$ cat src/rtl/tracklet_readout_if.sv
// FIFO-side and link-side signals of the tracklet readout state machine.
// The master modport is the readout SM; the slave modport is the FIFOs plus the link.
interface tracklet_readout_if #(
    parameter int TRK_W = 32,
    parameter int CNT_W = 8
);
    logic             cnt_fifo_empty;
    logic [CNT_W-1:0] cnt_fifo_dout;
    logic             cnt_fifo_rd_en;
    logic             trk_fifo_empty;
    logic [TRK_W-1:0] trk_fifo_dout;
    logic             trk_fifo_rd_en;
    logic             out_valid;
    logic             out_ready;
    logic [TRK_W-1:0] out_data;
    logic             out_sop;
    logic             out_eop;
    logic             rdout_sm_bsy;
    logic             timeout_err;

    modport master (
        input  cnt_fifo_empty, cnt_fifo_dout, trk_fifo_empty, trk_fifo_dout, out_ready,
        output cnt_fifo_rd_en, trk_fifo_rd_en, out_valid, out_data, out_sop, out_eop,
               rdout_sm_bsy, timeout_err
    );

    modport slave (
        output cnt_fifo_empty, cnt_fifo_dout, trk_fifo_empty, trk_fifo_dout, out_ready,
        input  cnt_fifo_rd_en, trk_fifo_rd_en, out_valid, out_data, out_sop, out_eop,
               rdout_sm_bsy, timeout_err
    );
endinterface

$ cat src/rtl/tracklet_readout_sm.sv
// Drains one crossing from the count/tracklet FWFT FIFOs into a header/data/trailer packet.
// Optional DATA-state starvation timeout: define TRK_READOUT_TIMEOUT_EN.
module tracklet_readout_sm #(
    parameter int TRK_W   = 32,
    parameter int CNT_W   = 8,
    parameter int BX_W    = 8,
    parameter int TIMEOUT = 255
) (
    input  logic                clk,
    input  logic                res,
    tracklet_readout_if.master  rd_if
);
    typedef enum logic [2:0] {
        S_IDLE    = 3'b001,
        S_DATA    = 3'b010,
        S_TRAILER = 3'b100
    } state_t;

    state_t           r_state;
    logic [BX_W-1:0]  r_bx_cnt;
    logic [CNT_W-1:0] r_remaining;
    logic [CNT_W-1:0] r_sent;
    logic             r_err;
    logic             r_out_valid;
    logic             r_out_sop;
    logic             r_out_eop;
    logic [TRK_W-1:0] r_out_data;

    logic             w_slot_free;
    logic             w_cnt_pop;
    logic             w_trk_pop;
    logic [TRK_W-1:0] w_header;
    logic [TRK_W-1:0] w_trailer;

    // Pops are combinational: an FWFT FIFO hands over its head word in the cycle rd_en is high.
    assign w_slot_free = !r_out_valid || rd_if.out_ready;
    assign w_cnt_pop   = !res && (r_state == S_IDLE) && !rd_if.cnt_fifo_empty && w_slot_free;
    assign w_trk_pop   = !res && (r_state == S_DATA) && !rd_if.trk_fifo_empty && w_slot_free;

    always_comb begin
        w_header                          = '0;
        w_header[TRK_W-1 -: 4]            = 4'b1010;
        w_header[BX_W+CNT_W-1:0]          = {r_bx_cnt, rd_if.cnt_fifo_dout};
        w_trailer                         = '0;
        w_trailer[TRK_W-1 -: 4]           = 4'b1100;
        w_trailer[TRK_W-5]                = r_err;
        w_trailer[BX_W+CNT_W-1:0]         = {r_bx_cnt, r_sent};
    end

`ifdef TRK_READOUT_TIMEOUT_EN
    localparam int TO_W = $clog2(TIMEOUT + 1);
    logic [TO_W-1:0] r_to_cnt;
    logic            r_timeout_err;
`endif

    always_ff @(posedge clk) begin
        if (res) begin
            r_state     <= S_IDLE;
            r_bx_cnt    <= '0;
            r_remaining <= '0;
            r_sent      <= '0;
            r_err       <= 1'b0;
            r_out_valid <= 1'b0;
            r_out_sop   <= 1'b0;
            r_out_eop   <= 1'b0;
            r_out_data  <= '0;
`ifdef TRK_READOUT_TIMEOUT_EN
            r_to_cnt      <= '0;
            r_timeout_err <= 1'b0;
`endif
        end else begin
            // Accepted word retires; a load below in the same cycle re-asserts valid.
            if (rd_if.out_ready)
                r_out_valid <= 1'b0;
`ifdef TRK_READOUT_TIMEOUT_EN
            r_timeout_err <= 1'b0;
`endif
            case (r_state)
                S_IDLE: begin
                    if (w_cnt_pop) begin
                        r_out_valid <= 1'b1;
                        r_out_data  <= w_header;
                        r_out_sop   <= 1'b1;
                        r_out_eop   <= 1'b0;
                        r_remaining <= rd_if.cnt_fifo_dout;
                        r_sent      <= '0;
`ifdef TRK_READOUT_TIMEOUT_EN
                        r_to_cnt    <= '0;
`endif
                        r_state     <= (rd_if.cnt_fifo_dout != '0) ? S_DATA : S_TRAILER;
                    end
                end
                S_DATA: begin
                    if (w_trk_pop) begin
                        r_out_valid <= 1'b1;
                        r_out_data  <= rd_if.trk_fifo_dout;
                        r_out_sop   <= 1'b0;
                        r_out_eop   <= 1'b0;
                        r_remaining <= r_remaining - CNT_W'(1);
                        r_sent      <= r_sent + CNT_W'(1);
`ifdef TRK_READOUT_TIMEOUT_EN
                        r_to_cnt    <= '0;
`endif
                        if (r_remaining == CNT_W'(1))
                            r_state <= S_TRAILER;
                    end
`ifdef TRK_READOUT_TIMEOUT_EN
                    else if (rd_if.trk_fifo_empty) begin
                        // Give up on the rest of the crossing; leftovers stay in the FIFO.
                        if (r_to_cnt == TO_W'(TIMEOUT - 1)) begin
                            r_to_cnt      <= '0;
                            r_timeout_err <= 1'b1;
                            r_err         <= 1'b1;
                            r_state       <= S_TRAILER;
                        end else begin
                            r_to_cnt <= r_to_cnt + TO_W'(1);
                        end
                    end
`endif
                end
                S_TRAILER: begin
                    if (w_slot_free) begin
                        r_out_valid <= 1'b1;
                        r_out_data  <= w_trailer;
                        r_out_sop   <= 1'b0;
                        r_out_eop   <= 1'b1;
                        r_err       <= 1'b0;
                        r_bx_cnt    <= r_bx_cnt + BX_W'(1);
                        r_state     <= S_IDLE;
                    end
                end
                default: r_state <= S_IDLE;
            endcase
        end
    end

    assign rd_if.cnt_fifo_rd_en = w_cnt_pop;
    assign rd_if.trk_fifo_rd_en = w_trk_pop;
    assign rd_if.out_valid      = r_out_valid;
    assign rd_if.out_data       = r_out_data;
    assign rd_if.out_sop        = r_out_sop;
    assign rd_if.out_eop        = r_out_eop;
    assign rd_if.rdout_sm_bsy   = (r_state != S_IDLE);
`ifdef TRK_READOUT_TIMEOUT_EN
    assign rd_if.timeout_err    = r_timeout_err;
`else
    assign rd_if.timeout_err    = 1'b0;
`endif
endmodule

$ cat src/flat_wrapper.sv
// flat-port wrapper written by rule: the top's interface ports become plain ports
module tracklet_readout_sm_flat 
#(
    parameter int TRK_W   = 32,
    parameter int CNT_W   = 8,
    parameter int BX_W    = 8,
    parameter int TIMEOUT = 255
)
  (clk, res, rd_if_cnt_fifo_empty, rd_if_cnt_fifo_dout, rd_if_trk_fifo_empty, rd_if_trk_fifo_dout, rd_if_out_ready, rd_if_cnt_fifo_rd_en, rd_if_trk_fifo_rd_en, rd_if_out_valid, rd_if_out_data, rd_if_out_sop, rd_if_out_eop, rd_if_rdout_sm_bsy, rd_if_timeout_err);
  tracklet_readout_if #(.TRK_W(TRK_W), .CNT_W(CNT_W)) rd_if_i ();
  input  logic clk;
  input  logic res;
  input wire logic [$bits(rd_if_i.cnt_fifo_empty)-1:0] rd_if_cnt_fifo_empty;
  input wire logic [$bits(rd_if_i.cnt_fifo_dout)-1:0] rd_if_cnt_fifo_dout;
  input wire logic [$bits(rd_if_i.trk_fifo_empty)-1:0] rd_if_trk_fifo_empty;
  input wire logic [$bits(rd_if_i.trk_fifo_dout)-1:0] rd_if_trk_fifo_dout;
  input wire logic [$bits(rd_if_i.out_ready)-1:0] rd_if_out_ready;
  output wire logic [$bits(rd_if_i.cnt_fifo_rd_en)-1:0] rd_if_cnt_fifo_rd_en;
  output wire logic [$bits(rd_if_i.trk_fifo_rd_en)-1:0] rd_if_trk_fifo_rd_en;
  output wire logic [$bits(rd_if_i.out_valid)-1:0] rd_if_out_valid;
  output wire logic [$bits(rd_if_i.out_data)-1:0] rd_if_out_data;
  output wire logic [$bits(rd_if_i.out_sop)-1:0] rd_if_out_sop;
  output wire logic [$bits(rd_if_i.out_eop)-1:0] rd_if_out_eop;
  output wire logic [$bits(rd_if_i.rdout_sm_bsy)-1:0] rd_if_rdout_sm_bsy;
  output wire logic [$bits(rd_if_i.timeout_err)-1:0] rd_if_timeout_err;
  assign rd_if_i.cnt_fifo_empty = rd_if_cnt_fifo_empty;
  assign rd_if_i.cnt_fifo_dout = rd_if_cnt_fifo_dout;
  assign rd_if_i.trk_fifo_empty = rd_if_trk_fifo_empty;
  assign rd_if_i.trk_fifo_dout = rd_if_trk_fifo_dout;
  assign rd_if_i.out_ready = rd_if_out_ready;
  assign rd_if_cnt_fifo_rd_en = rd_if_i.cnt_fifo_rd_en;
  assign rd_if_trk_fifo_rd_en = rd_if_i.trk_fifo_rd_en;
  assign rd_if_out_valid = rd_if_i.out_valid;
  assign rd_if_out_data = rd_if_i.out_data;
  assign rd_if_out_sop = rd_if_i.out_sop;
  assign rd_if_out_eop = rd_if_i.out_eop;
  assign rd_if_rdout_sm_bsy = rd_if_i.rdout_sm_bsy;
  assign rd_if_timeout_err = rd_if_i.timeout_err;
  tracklet_readout_sm #(.TRK_W(TRK_W), .CNT_W(CNT_W), .BX_W(BX_W), .TIMEOUT(TIMEOUT)) u_core (.clk(clk), .res(res), .rd_if(rd_if_i));
endmodule
$ cat config.mk
export PLATFORM = sky130hd
export DESIGN_NAME = tracklet_readout_sm_flat
export DESIGN_NICKNAME = d
export VERILOG_FILES = /design/src/rtl/tracklet_readout_if.sv /design/src/rtl/tracklet_readout_sm.sv /design/src/flat_wrapper.sv
export SDC_FILE = /design/constraint.sdc
export NUM_CORES = 1
export LEC_CHECK = 0
export BUFFER_PORTS_ARGS = -buffer_cell sky130_fd_sc_hd__buf_2
export CORE_MARGIN = 10
export CORE_UTILIZATION = 53
export CTS_BUF_LIST = sky130_fd_sc_hd__clkbuf_4 sky130_fd_sc_hd__clkbuf_8
export CTS_CLUSTER_SIZE = 28
export DETAILED_ROUTE_END_ITERATION = 7
export HOLD_SLACK_MARGIN = 0.12
export PLACE_DENSITY = 0.87
export SLEW_MARGIN = 20
export SYNTH_ARGS = -nofsm -noshare
export SYNTH_HDL_FRONTEND = slang
export SYNTH_SLANG_ARGS = --single-unit
$ cat constraint.sdc
create_clock -name clk -period 2.64 [get_ports clk]
set_clock_uncertainty 0.15 [all_clocks]
set_input_delay 0 -clock clk [delete_from_list [all_inputs] [get_ports clk]]
set_output_delay 0 -clock clk [all_outputs]
set_load 0.02 [all_outputs]
# ---- Word-level counts from Yosys, hierarchy flattened
# Cells that the tools add are included.
dict set report word_totals {
  ff_bits 62
  in_bits 45
  output_inout_bits 39
  wordCells 66
}
dict set report classes {
  add_sub_neg 3
  reduce_logical 18
  mux 28
  n_eq_ne 9
}
# cell n
set op_table {}
lappend op_table {{$mux W32} 3}
lappend op_table {{$pmux W32 S3} 1}
lappend op_table {{$mux W8} 4}
lappend op_table {{$pmux W8 S2} 2}
lappend op_table {{$add A8 B1 Y8 const B} 2}
lappend op_table {{$mux W3} 5}
lappend op_table {{$mux W1} 9}
lappend op_table {{$pmux W1 S3} 3}
lappend op_table {{$pmux W3 S3} 1}
lappend op_table {{$eq A8 B1 Y1 const B} 1}
lappend op_table {{$reduce_and A4 Y1} 2}
lappend op_table {{$reduce_bool A8 Y1} 1}
lappend op_table {{$sub A8 B1 Y8 const B} 1}
lappend op_table {{$logic_and A1 B1 Y1} 6}
lappend op_table {{$ne A2 B2 Y1 const B} 3}
lappend op_table {{$logic_not A1 Y1} 4}
lappend op_table {{$eq A3 B1 Y1 const B} 1}
lappend op_table {{$eq A3 B2 Y1 const B} 1}
lappend op_table {{$eq A3 B3 Y1 const B} 1}
lappend op_table {{$ne A3 B1 Y1 const B} 1}
lappend op_table {{$reduce_and A3 Y1} 1}
lappend op_table {{$reduce_bool A3 Y1} 1}
lappend op_table {{$ne A2 B1 Y1 const B} 1}
lappend op_table {{$reduce_and A2 Y1} 1}
lappend op_table {{2 further kinds} 2}

# ---- Logic depth before layout (Yosys ltp)
dict set report logic_depth {
  word_depth 6
  mapped_depth 8
  depth_no_buf 6
}

# ---- Worst setup path before layout
# No wires, ideal clock.
dict set report synth_timing {
  kind {register -> register}
  from {register u_core.r_state[2]}
  to {register u_core.r_sent[6]}
  stages_incl_launch_ff 7
  period_less_slack_ps 2472
  slack_ps 168
  setup_ps 125
  t_required_ps 2365
  n_path_buf 2
  arrival_ps 2197
  cell_sequence {dfxtp_1 clkbuf_1 or3b_2 nor4_2 or2_2 clkbuf_1 a21oi_1}
}
dict set report synth_via {
  elab_chain_len 6
  word_cells_on_any_way 13
  cone_classes {4 x eq/ne; 1 x mux; 8 x reduce/logical}
}
# item line_no
set synth_rtl {}
lappend synth_rtl {{from (decl)} tracklet_readout_sm.sv:19} ;# state_t r_state;
lappend synth_rtl {{from (signal assigned)} tracklet_readout_sm.sv:90} ;# r_state <= (rd_if.cnt_fifo_dout != '0) ? S_DATA : S_TRAILER;
lappend synth_rtl {{$eq A3 B1 Y1} tracklet_readout_sm.sv:37} ;# assign w_cnt_pop = !res && (r_state == S_IDLE) && !rd_if.cnt_fifo_empty && w_slot_free;
lappend synth_rtl {{$logic_and A1 B1 Y1 (3 in series)} tracklet_readout_sm.sv:37}
lappend synth_rtl {{via rd_if_cnt_fifo_rd_en} flat_wrapper.sv:18} ;# output wire logic [$bits(rd_if_i.cnt_fifo_rd_en)-1:0] rd_if_cnt_fifo_rd_en;
lappend synth_rtl {{$ne A2 B2 Y1 (no line)} n/a}
lappend synth_rtl {{$reduce_and A3 Y1 (no line)} n/a}
lappend synth_rtl {{to (signal assigned)} tracklet_readout_sm.sv:100} ;# r_sent <= r_sent + CNT_W'(1);
lappend synth_rtl {{to (decl)} tracklet_readout_sm.sv:22} ;# logic [CNT_W-1:0] r_sent;
# The timed path passes the listed nets, and every way through them passes these cells.
# A chain may end at the register's enable or synchronous reset.

# ---- Final worst setup path
dict set report layout_timing {
  from {register u_core.r_state[0]}
  to {register u_core.r_sent[5]}
}
dict set report layout_via {
  elab_chain_len 6
  word_cells_on_any_way 13
  cone_classes {4 x eq/ne; 1 x mux; 8 x reduce/logical}
}
# item line_no
set layout_rtl {}
lappend layout_rtl {{$eq A3 B2 Y1 / $eq A3 B1 Y1 (equally long branches)} {tracklet_readout_sm.sv:38, tracklet_readout_sm.sv:78, tracklet_readout_sm.sv:37}}
lappend layout_rtl {{$logic_and A1 B1 Y1 (on tied branches) (3 in series)} {tracklet_readout_sm.sv:38, tracklet_readout_sm.sv:37}}
lappend layout_rtl {{$ne A2 B2 Y1 (no line)} n/a}
lappend layout_rtl {{$reduce_and A3 Y1 (no line)} n/a}
# Parallel ways exist; a longest one is shown, timed or not.

==> results.txt <==
gpl congestion - 0.8323
crit share post-route - 94.08%
I/O Pins - 84
CTS tree - done
Worst-path clk slew - 60 ps
Fin. Hold Viols - 0
initial antenna violation count - 1
starting density of the core - 55.52%
CP Capture Type - flop
Layout Area Growth over Synthesis - 40.92%
Placed Area - 3379 um^2
fin nets - 522
post-synth cell types - 45
worst-path fanout max - 10
DRC viols - 0
share of cells above drive strength 1 - 25.84%
Detail Route Antenna Nets - 0
final setup fails - 0
Pre-antenna DRT Iters - 6
Worst EP arrival - 2590 ps
via count - 3225
die height - 93.61 um
PD cells - 513.6 nW/um^2
flops & latches, synth - 62
hold crit path type - in2reg
Most used DFF post-synth - dfxtp_1
Placement Rows - 26
GRT Util Overall - 22.03%
clk sinks - 62
vias in the first global route - 3202
Post-Syn Area - 2872 um^2
Seq/Total Area, Yosys - 43.22%
wire per inst - 17.87 um
upper clock frequency limit - 402.6 MHz
Synth Warn # - 0
synthesized area per cell - 8.299 um^2
RSZ-0062 raised after global routing - false
Fin Setup TNS - 0 ps
Post-Syn Instances - 346
syn_nets - 395
initial drt markers - 350
largest net degree at the start of global routing - 29
CTS max path bufs - 2
clk_lat worst skew - 340 ps
Pins Over Slew Limit - 0
H-tree levels - 3
first-pass GRT wire length - 15770 um
Die ar. - 8762 um^2
maxcap violations - 0
CP required - 2750 ps
Tmin final - 2484 ps
Non-Filler Instances - 547
CTS Buf Count - 9
CP startpoint kind - flop
Design Area, Final - 4046 um^2
number of flops mapped to enable cells by yosys - 0
critical path class - reg2reg
most frequent cells in the layout - buf_2 (82), dfxtp_1 (62), dlygate4sd3_1 (48)
DRT Wirelength - 9777 um
outcome - finished clean
Via density - 5.896
die width - 93.61 um
Clock Tree Root - clkbuf_8
grt ovf - 0
Worst VDD drop - 385.3 uV
post-layout util - 78.23%
DP HPWL - 6075 um
Post-Place Cells - 484
leakage power - 1.605 nW
worst hold slack - 277.7 ps
Core ar. - 5172 um^2
most common cell after layout, fill and taps aside - buf_2
Port Buffer Count - 82
Async SR Flop Fraction - 0%
[repair_timing]
item | 4_1_cts | 5_1_grt
hold buffers | 48 | 0
buffers inserted | 0 | 0
hold endpoints to repair | 52 | 0
setup endpoints to repair | 0 | 1
gates resized for setup | 0 | 2
[routing by layer]
layer	share of wire (%)	GRT usage, %	wire length, um	up-vias
li1	-	-	-	1536
met1	39	25.50	3820	1475
met2	47	36.19	4613	195
met3	12	7.994	1189	19
met4	1.6	8.734	153	0
met5	0	0	0	-
[logic make-up (layout without fill, tap and decap cells)]
family | count (synthesis) | in the layout | synth area share, %
other cells | 1 | 2 | 0.1306
compound gates | 95 | 95 | 23.09
buf+inv | 35 | 165 | 4.836
fa+ha+maj | 4 | 4 | 1.743
flops | 62 | 62 | 43.22
xor+xnor | 5 | 5 | 1.525
mux | 2 | 2 | 0.7843
simple gates | 142 | 142 | 24.66
[worst paths after layout]
check / startpoint / cells past startpoint / slack (ps) / end
min reg2reg: u_core.rd_if.out_data[29]$_SDFFE_PP0P_ / 2 / 330 / u_core.rd_if.out_data[29]$_SDFFE_PP0P_
min: rd_if_trk_fifo_dout[21] / 4 / 280 / u_core.rd_if.out_data[21]$_SDFFE_PP0P_
max: u_core.r_state[0]$_SDFFE_PP1P_ / 4 / 160 / u_core.r_sent[5]$_SDFFE_PP0P_
max reg2reg: u_core.r_state[0]$_SDFFE_PP1P_ / 4 / 160 / u_core.r_sent[5]$_SDFFE_PP0P_
[registers in the layout, summed over array words and instances, names as in the netlist]
name	count
u_core.r_bx_cnt	8
u_core.r_remaining	8
u_core.r_sent	8
u_core.r_state	3
u_core.rd_if.out_data	32
u_core.rd_if.out_eop	1
u_core.rd_if.out_sop	1
u_core.rd_if.out_valid	1
[report_power, final]
part | internal [mW] | switching (mW) | leakage, nW
registers | 0.968 | 0.0222 | 0.504
logic | 0.147 | 0.171 | 1.01
clock network | 0.416 | 0.354 | 0.0948
[final cells by class]
type | count | area (um^2)
Antenna cell | 1 | 2.502
Clock buffer | 13 | 172.7
Clock inverter | 1 | 5.005
Fill cell | 354 | 1126
Inverter | 7 | 30.03
Multi-Input combinational cell | 249 | 1511
Sequential cell | 62 | 1241
Tap cell | 70 | 87.58
Timing Repair Buffer | 144 | 996.0
[per-stage QoR]
step,power [mW],setup slack (ps)
final,2.078,156.3
after global routing,2.157,59.03
after detailed placement,1.265,256.1
after global placement,1.258,320.7
after CTS,2.067,98.38
after floorplan,1.159,168.2
[cell usage after synthesis, types with 7 or more instances]
| cell type | n | area share, % |
|---|---|---|
| clkbuf_1 | 22 | 2.9 |
| o21ai_0 | 15 | 2.6 |
| nor3_1 | 22 | 3.8 |
| a311oi_1 | 14 | 4.3 |
| nand2_1 | 39 | 5.1 |
| a21oi_1 | 23 | 4.0 |
| nand3_1 | 14 | 2.4 |
| a22oi_1 | 7 | 1.8 |
| nor2_1 | 29 | 3.8 |
| a32oi_1 | 13 | 4.0 |
| dfxtp_1 | 62 | 43 |
[critical path: stages (launching register included)]
cell and delay (ps):
dfxtp_1 440, or3b_1 440, a2111o_1 590, or4_1 560
a21oi_1 220
No activity file was read; power rests on OpenSTA's default activity.
